==> src/rtl/spi_flash_pkg.sv <==
// Shared types and constants for the SPI-flash READ responder.
// Holds the FSM state encoding, the command/field lengths and a byte-lane helper.
package spi_flash_pkg;

  typedef enum logic [2:0] {
    IDLE,
    CMD,
    ADDR,
    FETCH,
    DATA,
    IGNORE
  } flash_state_t;

  localparam logic [7:0] CMD_READ = 8'h03;
  localparam int         CMD_LEN  = 8;
  localparam int         ADDR_LEN = 24;

  // Little-endian byte lane select.
  function automatic logic [7:0] word_byte(input logic [31:0] w, input logic [1:0] idx);
    return w[{idx, 3'b000} +: 8];
  endfunction

endpackage

==> src/rtl/spi_in_sync.sv <==
// Two-flop synchronizer plus registered edge detect for one asynchronous input.
// q, rise and fall all appear 3 clock cycles after the pin changes; no backpressure.
module spi_in_sync (
  input  logic clock,
  input  logic reset,
  input  logic d,
  output logic q,
  output logic rise,
  output logic fall
);

  logic s1, s2, s3;

  always_ff @(posedge clock) begin
    if (reset) begin
      s1   <= 1'b0;
      s2   <= 1'b0;
      s3   <= 1'b0;
      rise <= 1'b0;
      fall <= 1'b0;
    end else begin
      s1   <= d;
      s2   <= s1;
      s3   <= s2;
      rise <= s2 & ~s3;
      fall <= ~s2 & s3;
    end
  end

  // s3 is the level that the edge pulses describe, so q and the pulses stay aligned.
  assign q = s3;

endmodule

==> src/rtl/spi_flash_responder.sv <==
// SPI-flash READ (0x03) responder: oversampled SPI mode 0, streams memory bytes on MISO.
// Edges act 3 cycles after the pins; 1-cycle memory read latency, one word prefetched ahead.
module spi_flash_responder
  import spi_flash_pkg::*;
#(
  parameter int ADDR_W   = 24,
  parameter int MEM_AW   = 22,
  parameter int MIN_HALF = 5
) (
  input  logic              clock,
  input  logic              reset,
  input  logic              spi_sck,
  input  logic              spi_ss_n,
  input  logic              spi_mosi,
  output logic              spi_miso,
  output logic              mem_en,
  output logic [MEM_AW-1:0] mem_addr,
  input  logic [31:0]       mem_rdata,
  output logic              busy,
  output logic              cmd_err
);

  logic sck_q, sck_rise, sck_fall;
  logic ss_q, ss_rise, ss_fall;
  logic mosi_q, mosi_rise, mosi_fall;

  spi_in_sync u_sck  (.clock(clock), .reset(reset), .d(spi_sck),  .q(sck_q),  .rise(sck_rise),  .fall(sck_fall));
  spi_in_sync u_ss   (.clock(clock), .reset(reset), .d(spi_ss_n), .q(ss_q),   .rise(ss_rise),   .fall(ss_fall));
  spi_in_sync u_mosi (.clock(clock), .reset(reset), .d(spi_mosi), .q(mosi_q), .rise(mosi_rise), .fall(mosi_fall));

  flash_state_t      state, state_nxt;
  logic [7:0]        cmd, cmd_shift;
  logic [ADDR_W-1:0] addr, addr_shift;
  logic [31:0]       word, nxt_word;
  logic [7:0]        shreg;
  logic [4:0]        bit_cnt;
  logic [1:0]        byte_ptr;
  logic              skip_fall;
  logic              rd_vld;
  logic [7:0]        half_cnt;
  logic              edge_seen;

  logic unused_sync;
  assign unused_sync = ^{sck_q, ss_rise, mosi_rise, mosi_fall, cmd[7], addr[ADDR_W-1]};

  always_ff @(posedge clock) begin
    if (reset) state <= IDLE;
    else       state <= state_nxt;
  end

  always_comb begin
    state_nxt  = state;
    cmd_shift  = {cmd[6:0], mosi_q};
    addr_shift = {addr[ADDR_W-2:0], mosi_q};
    case (state)
      IDLE:   if (ss_fall) state_nxt = CMD;
      CMD:    if (sck_rise && bit_cnt == 5'(CMD_LEN - 1))
                state_nxt = (cmd_shift == CMD_READ) ? ADDR : IGNORE;
      ADDR:   if (sck_rise && bit_cnt == 5'(ADDR_LEN - 1)) state_nxt = FETCH;
      FETCH:  if (rd_vld) state_nxt = DATA;
      default: state_nxt = state;
    endcase
    // SS high overrides everything, including a coincident SCK rise.
    if (ss_q) state_nxt = IDLE;
  end

  always_ff @(posedge clock) begin
    if (reset) begin
      cmd       <= '0;
      addr      <= '0;
      word      <= '0;
      nxt_word  <= '0;
      shreg     <= '0;
      bit_cnt   <= '0;
      byte_ptr  <= '0;
      skip_fall <= 1'b0;
      rd_vld    <= 1'b0;
      mem_en    <= 1'b0;
      mem_addr  <= '0;
      cmd_err   <= 1'b0;
    end else begin
      mem_en  <= 1'b0;
      cmd_err <= 1'b0;
      rd_vld  <= mem_en;
      if (ss_q) begin
        bit_cnt   <= '0;
        skip_fall <= 1'b0;
      end else begin
        case (state)
          IDLE: if (ss_fall) bit_cnt <= '0;
          CMD: if (sck_rise) begin
            cmd     <= cmd_shift;
            bit_cnt <= bit_cnt + 5'd1;
            if (bit_cnt == 5'(CMD_LEN - 1)) begin
              bit_cnt <= '0;
              cmd_err <= (cmd_shift != CMD_READ);
            end
          end
          ADDR: if (sck_rise) begin
            addr    <= addr_shift;
            bit_cnt <= bit_cnt + 5'd1;
            if (bit_cnt == 5'(ADDR_LEN - 1)) begin
              bit_cnt  <= '0;
              mem_en   <= 1'b1;
              mem_addr <= addr_shift[ADDR_W-1:2];
              byte_ptr <= addr_shift[1:0];
            end
          end
          FETCH: if (rd_vld) begin
            word      <= mem_rdata;
            shreg     <= word_byte(mem_rdata, byte_ptr);
            mem_en    <= 1'b1;
            mem_addr  <= mem_addr + MEM_AW'(1);
            skip_fall <= 1'b1;
          end
          DATA: begin
            if (rd_vld) nxt_word <= mem_rdata;
            // The first fall only ends the last address bit; shreg is already loaded.
            if (sck_fall && skip_fall) begin
              skip_fall <= 1'b0;
            end else if (sck_fall) begin
              bit_cnt <= bit_cnt + 5'd1;
              shreg   <= {shreg[6:0], 1'b0};
              if (bit_cnt == 5'd7) begin
                bit_cnt  <= '0;
                byte_ptr <= byte_ptr + 2'd1;
                if (byte_ptr == 2'd3) begin
                  word     <= nxt_word;
                  shreg    <= word_byte(nxt_word, 2'd0);
                  mem_en   <= 1'b1;
                  mem_addr <= mem_addr + MEM_AW'(1);
                end else begin
                  shreg <= word_byte(word, byte_ptr + 2'd1);
                end
              end
            end
          end
          default: ;
        endcase
      end
    end
  end

  assign spi_miso = (state == DATA) ? shreg[7] : 1'b1;
  assign busy     = (state != IDLE);

  always_ff @(posedge clock) begin
    if (reset) begin
      half_cnt  <= '0;
      edge_seen <= 1'b0;
    end else if (sck_rise || sck_fall) begin
      half_cnt  <= '0;
      edge_seen <= 1'b1;
    end else if (half_cnt != 8'hFF) begin
      half_cnt <= half_cnt + 8'd1;
    end
  end

  a_half_period: assert property (@(posedge clock) disable iff (reset)
    ((sck_rise || sck_fall) && edge_seen && !ss_q) |-> (int'(half_cnt) >= MIN_HALF - 1));

  a_mem_en_spacing: assert property (@(posedge clock) disable iff (reset)
    !(mem_en && rd_vld));

endmodule

==> config.mk <==
export PLATFORM = sky130hd
export DESIGN_NAME = spi_flash_responder
export DESIGN_NICKNAME = d
export VERILOG_FILES = /design/src/rtl/spi_flash_pkg.sv /design/src/rtl/spi_in_sync.sv /design/src/rtl/spi_flash_responder.sv
export SDC_FILE = /design/constraint.sdc
export NUM_CORES = 1
export LEC_CHECK = 0
export ABC_AREA = 1
export CAP_MARGIN = 20
export CORE_AREA = 3 3 123 125
export DETAILED_ROUTE_END_ITERATION = 10
export DIE_AREA = 0 0 126 128
export GPL_ROUTABILITY_DRIVEN = 0
export PLACE_DENSITY = 0.76
export SLEW_MARGIN = 10
export SYNTH_ARGS = -nofsm -noshare
export SYNTH_HDL_FRONTEND = slang
export SYNTH_SLANG_ARGS = --single-unit
export TNS_END_PERCENT = 10
==> constraint.sdc <==
create_clock -name clock -period 1.7 [get_ports clock]
set_input_delay 0.34 -clock clock [delete_from_list [all_inputs] [get_ports clock]]
set_output_delay 0.34 -clock clock [all_outputs]
set_load 0.02 [all_outputs]
## After elaboration in Yosys (flattened, before gate mapping)

Index checks and enable logic that the tools add are counted.

- Bits in registers: 150
- Output and inout bits: 26

- $add $sub $neg: 3
- Eq/ne operators: 21
- Shift operators: 2
- Multiplexer cells: 52
- Bitwise logic cells: 10
- Reductions and logical operators: 22

Operators by type and width:

| cell | count |
|---|---|
| $mux 32 | 5 |
| $mux 22 | 7 |
| $pmux 22 s3 | 1 |
| $pmux 32 s2 | 1 |
| $shiftx 32x6->8 | 2 |
| $mux 8 | 5 |
| $mux 5 | 7 |
| $add 22x1->22 const B | 1 |
| $pmux 5 s4 | 1 |
| $ne 2x2->1 const B | 8 |
| $pmux 8 s2 | 1 |
| $mux 3 | 5 |
| $reduce_and 7->1 | 2 |
| $pmux 3 s4 | 1 |
| $reduce_and 3->1 | 4 |
| $mux 1 | 10 |
| $mux 2 | 5 |
| $reduce_and 5->1 | 2 |
| $reduce_and 9->1 | 1 |
| $eq 8x2->1 const B | 1 |
| $ne 2x1->1 const B | 4 |
| $ne 8x2->1 const B | 1 |
| $reduce_bool 4->1 | 2 |
| $not 1->1 | 7 |
| other kinds (19) | 26 |

## Depth between registers and ports, before layout

- Word-level depth: 7
- Depth in mapped cells: 12
- Mapped depth without buffers: 11

## By module

From an unflattened synthesis, not the netlist that was laid out.

- Cell total of the unflattened synthesis: 1145
- Area, all modules: 7465.9 µm²

Modules (own cells, without submodules):

| module | instances | cells an instance | area an instance (µm²) |
|---|---|---|---|
| spi_flash_responder | 1 | 1100 | 7045.5 |
| spi_in_sync | 3 | 15 | 140.1 |

## Worst setup path after synthesis

Ideal clock, no wire load.

- Kind: register to register
- Start: register bit_cnt[0]
- End: register mem_addr[5]
- Library setup time: 0.113 ns
- Data arrival time: 1.639 ns
- Path slack: -0.053 ns
- Cell stages (with the launch flop): 12
- Path buffers: 1
- Path through: dfxtp_1 ha_1 nand2_1 clkinv_1 nand3_2 nand2_1 nand3_4 nor2_8 inv_2 buf_4 nor2_1 nor2_1

- Longest elaborated chain between the ends: 3
- Elaborated cells between the ends (all ways): 5

RTL lines:

| element | RTL line | RTL |
|---|---|---|
| start, declared | spi_flash_responder.sv:36 | `logic [4:0] bit_cnt;` |
| start signal, assigned | spi_flash_responder.sv:93 | `bit_cnt <= bit_cnt + 5'd1;` |
| start signal, assigned | spi_flash_responder.sv:101 | `bit_cnt <= bit_cnt + 5'd1;` |
| start signal, assigned | spi_flash_responder.sv:122 | `bit_cnt <= bit_cnt + 5'd1;` |
| $eq 5x3->1 / $eq 5x5->1 (equally long branches) | spi_flash_responder.sv:124, spi_flash_responder.sv:102 |  |
| $ne 2x2->1 (no source line) | n/a |  |
| $reduce_and 9->1 (no source line) (*) | n/a |  |
| end signal, assigned | spi_flash_responder.sv:105 | `mem_addr <= addr_shift[ADDR_W-1:2];` |
| end signal, assigned | spi_flash_responder.sv:113 | `mem_addr <= mem_addr + MEM_AW'(1);` |
| end signal, assigned | spi_flash_responder.sv:131 | `mem_addr <= mem_addr + MEM_AW'(1);` |
| end, declared | spi_flash_responder.sv:17 | `output logic [MEM_AW-1:0] mem_addr,` |

Every way passes the cells marked *; elsewhere a longest branch is shown, timed or not.
A chain may end at the register's enable or synchronous reset.

## Worst setup path in the final report

- Start: register state[1]
- End: output port spi_miso

- Longest elaborated chain between the ends: 2

RTL lines:

| element | RTL line | RTL |
|---|---|---|
| start, declared | spi_flash_responder.sv:31 | `flash_state_t state, state_nxt;` |
| start signal, assigned | spi_flash_responder.sv:48 | `else state <= state_nxt;` |
| $eq 3x3->1 | spi_flash_responder.sv:144 | `assign spi_miso = (state == DATA) ? shreg[7] : 1'b1;` |
| $mux 1 | spi_flash_responder.sv:144 |  |
| end, declared | spi_flash_responder.sv:15 | `output logic spi_miso,` |

No other way between the ends.

==> qor.yml <==
cts_max_path_buffers: 2
place_area_um2: 8720
overflow: 0
ys_seq_elements: 150
slew_headroom_pct: 71.3
antenna_found_initial: 0
hp-start: "u_sck.s1"
min_period_ns: 1.69
first_iter_violations: 815
switchingPower_mw: 4.21
critPathArrivalTime_ns: 1.35
design_area_um2: 9510
cp.required_ns: 1.36
setup-violations-final: 0
grtUsageTotal_pct: 25.1
syn_nets: 1194
cp_max_fo: 5
path_clk_slew_ns: 0.06
synthCells: 1154
grt_pass1_vias: 6990
pin_count: 63
fp.dieArea_um2: 16100
core_um2: 14000
grt_first_pass_wirelength_um: 33100
p_sw_share_pct: 34.8
final-max-slew-violation-count: 0
yosys_warnings: 0
dr.pass1.iters: 6
drive_gt1_share_pct: 13.2
start_util_pct: 53.3
port_buffers: 62
fp.dieH_um: 128
area_growth_pct: 27.6
setup_ws_ns: 0.0137
drt-total-wl_um: 20500
dp_worst_setup_slack_ns: -0.0655
wl_per_cell_um: 14.1
clk_latency_ns: 0.43
die_w_um: 126
ant_nets: 0
grt_max_degree: 48
drc: 0
holdCritPathClass: "reg2reg"
powerDensity_nw_per_um2: 1270
tightest_slew_ns: 0.426
seq_area_frac_synth_pct: 40.3
fin_crit_sh_pct: 99.2
yosysUniqueCellTypes: 39
startpoint: "state[1]"
syn_avg_cell_area_um2: 6.46
via_count: 7805
worst-setup-path-type: "reg2out"
fmax_ghz: 0.593
numCtsBuffers: 17
nets: 1299
cts_tree: "yes"
hpwl_um: 14000
worstSetupEndpointType: "output port"
crit_path_start_kind: "register"
p_leak_nw: 4.05
cts_sinks: 150
r2r-start: "state[0]"
rows: 43
p_int_mw: 7.88
p_seq_share_pct: 35.3
hold_violations: 0
clkPwrFrac_pct: 32.7
crit_path_max_incr_delay_ns: 0.36
vias_per_cell: 5.38
drv_cap: 0
status: "completed"
fin_worst_skew_ns: 0.00919
crit_buf_inv: 2
htree_levels: 4
antennaDiodeCount: 0
cp_top_family: "flip-flops"
rsz0062_at_grt: "true"
peakVddDrop_mv: 0.903
path_cells: "inv_2 -> nand2_2 -> nor2_4 -> nand2_1 -> buf_2"
synth_area_um2: 7450
slowest_stage: "dfxtp_4"
comb_power_share_pct: 32.0
cts_root_buf: "clkbuf_16"
placed cells by master, fill, tap and decap left out, types with 5 or more instances in the layout:
cell type,count
inv_1,85
nand3_1,32
nand2_1,230
xnor2_1,5
dlygate4sd2_1,23
a21oi_1,67
nor3_1,5
dfxtp_1,145
buf_4,67
inv_2,8
nor2_1,255
nand2_2,10
o21ai_1,46
buf_12,10
o21ai_0,136
o22ai_1,8
nor2_2,9
clkbuf_16,18
nor3_2,5
clkdlybuf4s50_1,36
nand3b_1,5
inv_6,5
repair_timing:
action,4_1_cts,5_1_grt
gates resized for setup,35,41
endpoints found under the setup margin,88,103
hold buffers,0,0
pin swaps,1,15
setup buffers,0,5
cloned,0,1
worst min-delay path, delay by kind of cell (launching register included):
family        cells  cell delay, ns
buf+inv           1            0.04
flops             1            0.29
simple gates      1            0.03
cells by family (layout without fill, tap and decap cells):
kind of cell,Yosys count,after routing,share of synthesized area [%]
simple gates,566,566,30.7
compound gates,270,270,18.6
buf+inv,154,272,8.51
flops,150,150,40.3
xor+xnor,9,9,1.06
fa+ha+maj,3,3,0.504
mux,2,2,0.269
per-stage QoR:
| stage | TNS (ns) | utilization (%) | cells | power [mW] | hold slack, ns |
|---|---|---|---|---|---|
| finish | 0 | 68.0 | 1452 | 12.1 | 0.401 |
| global placement | -0.752 | 62.4 | 1414 | 7.91 | 0.391 |
| CTS | -0.0651 | 66.7 | 1446 | 11.9 | 0.404 |
| detailed placement | -2.43 | 62.4 | 1414 | 7.97 | 0.396 |
| global route | -1.76 | 68.0 | 1452 | 12.7 | 0.423 |
| floorplan | 0 | - | 1154 | 6.59 | 0.388 |
sequential cells by signal, summed over array words and instances, names as in the netlist, 2 cells and up:
name      flops
addr         23
nxt_word     32
byte_ptr      2
bit_cnt       5
word         32
state         3
mem_addr     22
cmd           7
shreg         8
cell usage after synthesis (all sizes together):
library cell  instances  share of area (%)
nor2                267                 14
dfxtp               150                 40
mux2i                 2               0.27
or2                   1              0.084
nand4                 4               0.34
nand3                34                2.5
o21a                  1               0.10
xnor2                 5               0.59
o31ai                 2               0.20
clkinv                1              0.050
a21oi                69                4.6
o21ai               183                 12
nor4                  1              0.084
o22ai                 8               0.67
clkbuf               35                1.8
nor3                 11               0.87
nand3b                5               0.50
nor2b                 1              0.084
buf                  24                2.0
nand2               242                 12
a211oi                1               0.10
o211ai                3               0.30
ha                    3               0.50
inv                  94                4.7
xor2                  4               0.47
a21boi                3               0.30
per-layer routing:
| layer | GRT usage [%] | routed length [µm] | vias up | share of wire (%) |
|---|---|---|---|---|
| met3 | 6.21 | 1570 | 34 | 7.7 |
| met2 | 37.6 | 9020 | 312 | 44 |
| li1 | - | - | 3914 | - |
| met1 | 35.3 | 9510 | 3545 | 46 |
| met4 | 8.83 | 356 | 0 | 1.7 |
| met5 | 0 | 0 | - | 0 |
worst paths after layout:
path	slack [ns]	cells past startpoint	to
worst max register to register	0.03	12	mem_addr[4]
worst max-delay path	0.01	5	spi_miso
worst min-delay path	0.40	2	u_sck.s2
worst min register to register	0.40	2	u_sck.s2
power by group through the flow:
stage | Combinational, mW | Sequential (mW) | Clock [mW]
after global routing | 4.28 | 4.31 | 4.12
final | 3.87 | 4.26 | 3.95
after global placement | 3.60 | 4.31 | 0
after detailed placement | 3.67 | 4.31 | 0
after floorplan | 2.22 | 4.37 | 0
after CTS | 3.62 | 4.24 | 3.99
layout make-up:
type / count / area [µm²]
Clock buffer: 19 / 443
Clock inverter: 13 / 171
Fill cell: 1240 / 4480
Inverter: 95 / 364
Multi-Input combinational cell: 850 / 3910
Sequential cell: 150 / 3020
Tap cell: 180 / 225
Timing Repair Buffer: 145 / 1380
No activity file was read; power rests on OpenSTA's default activity.
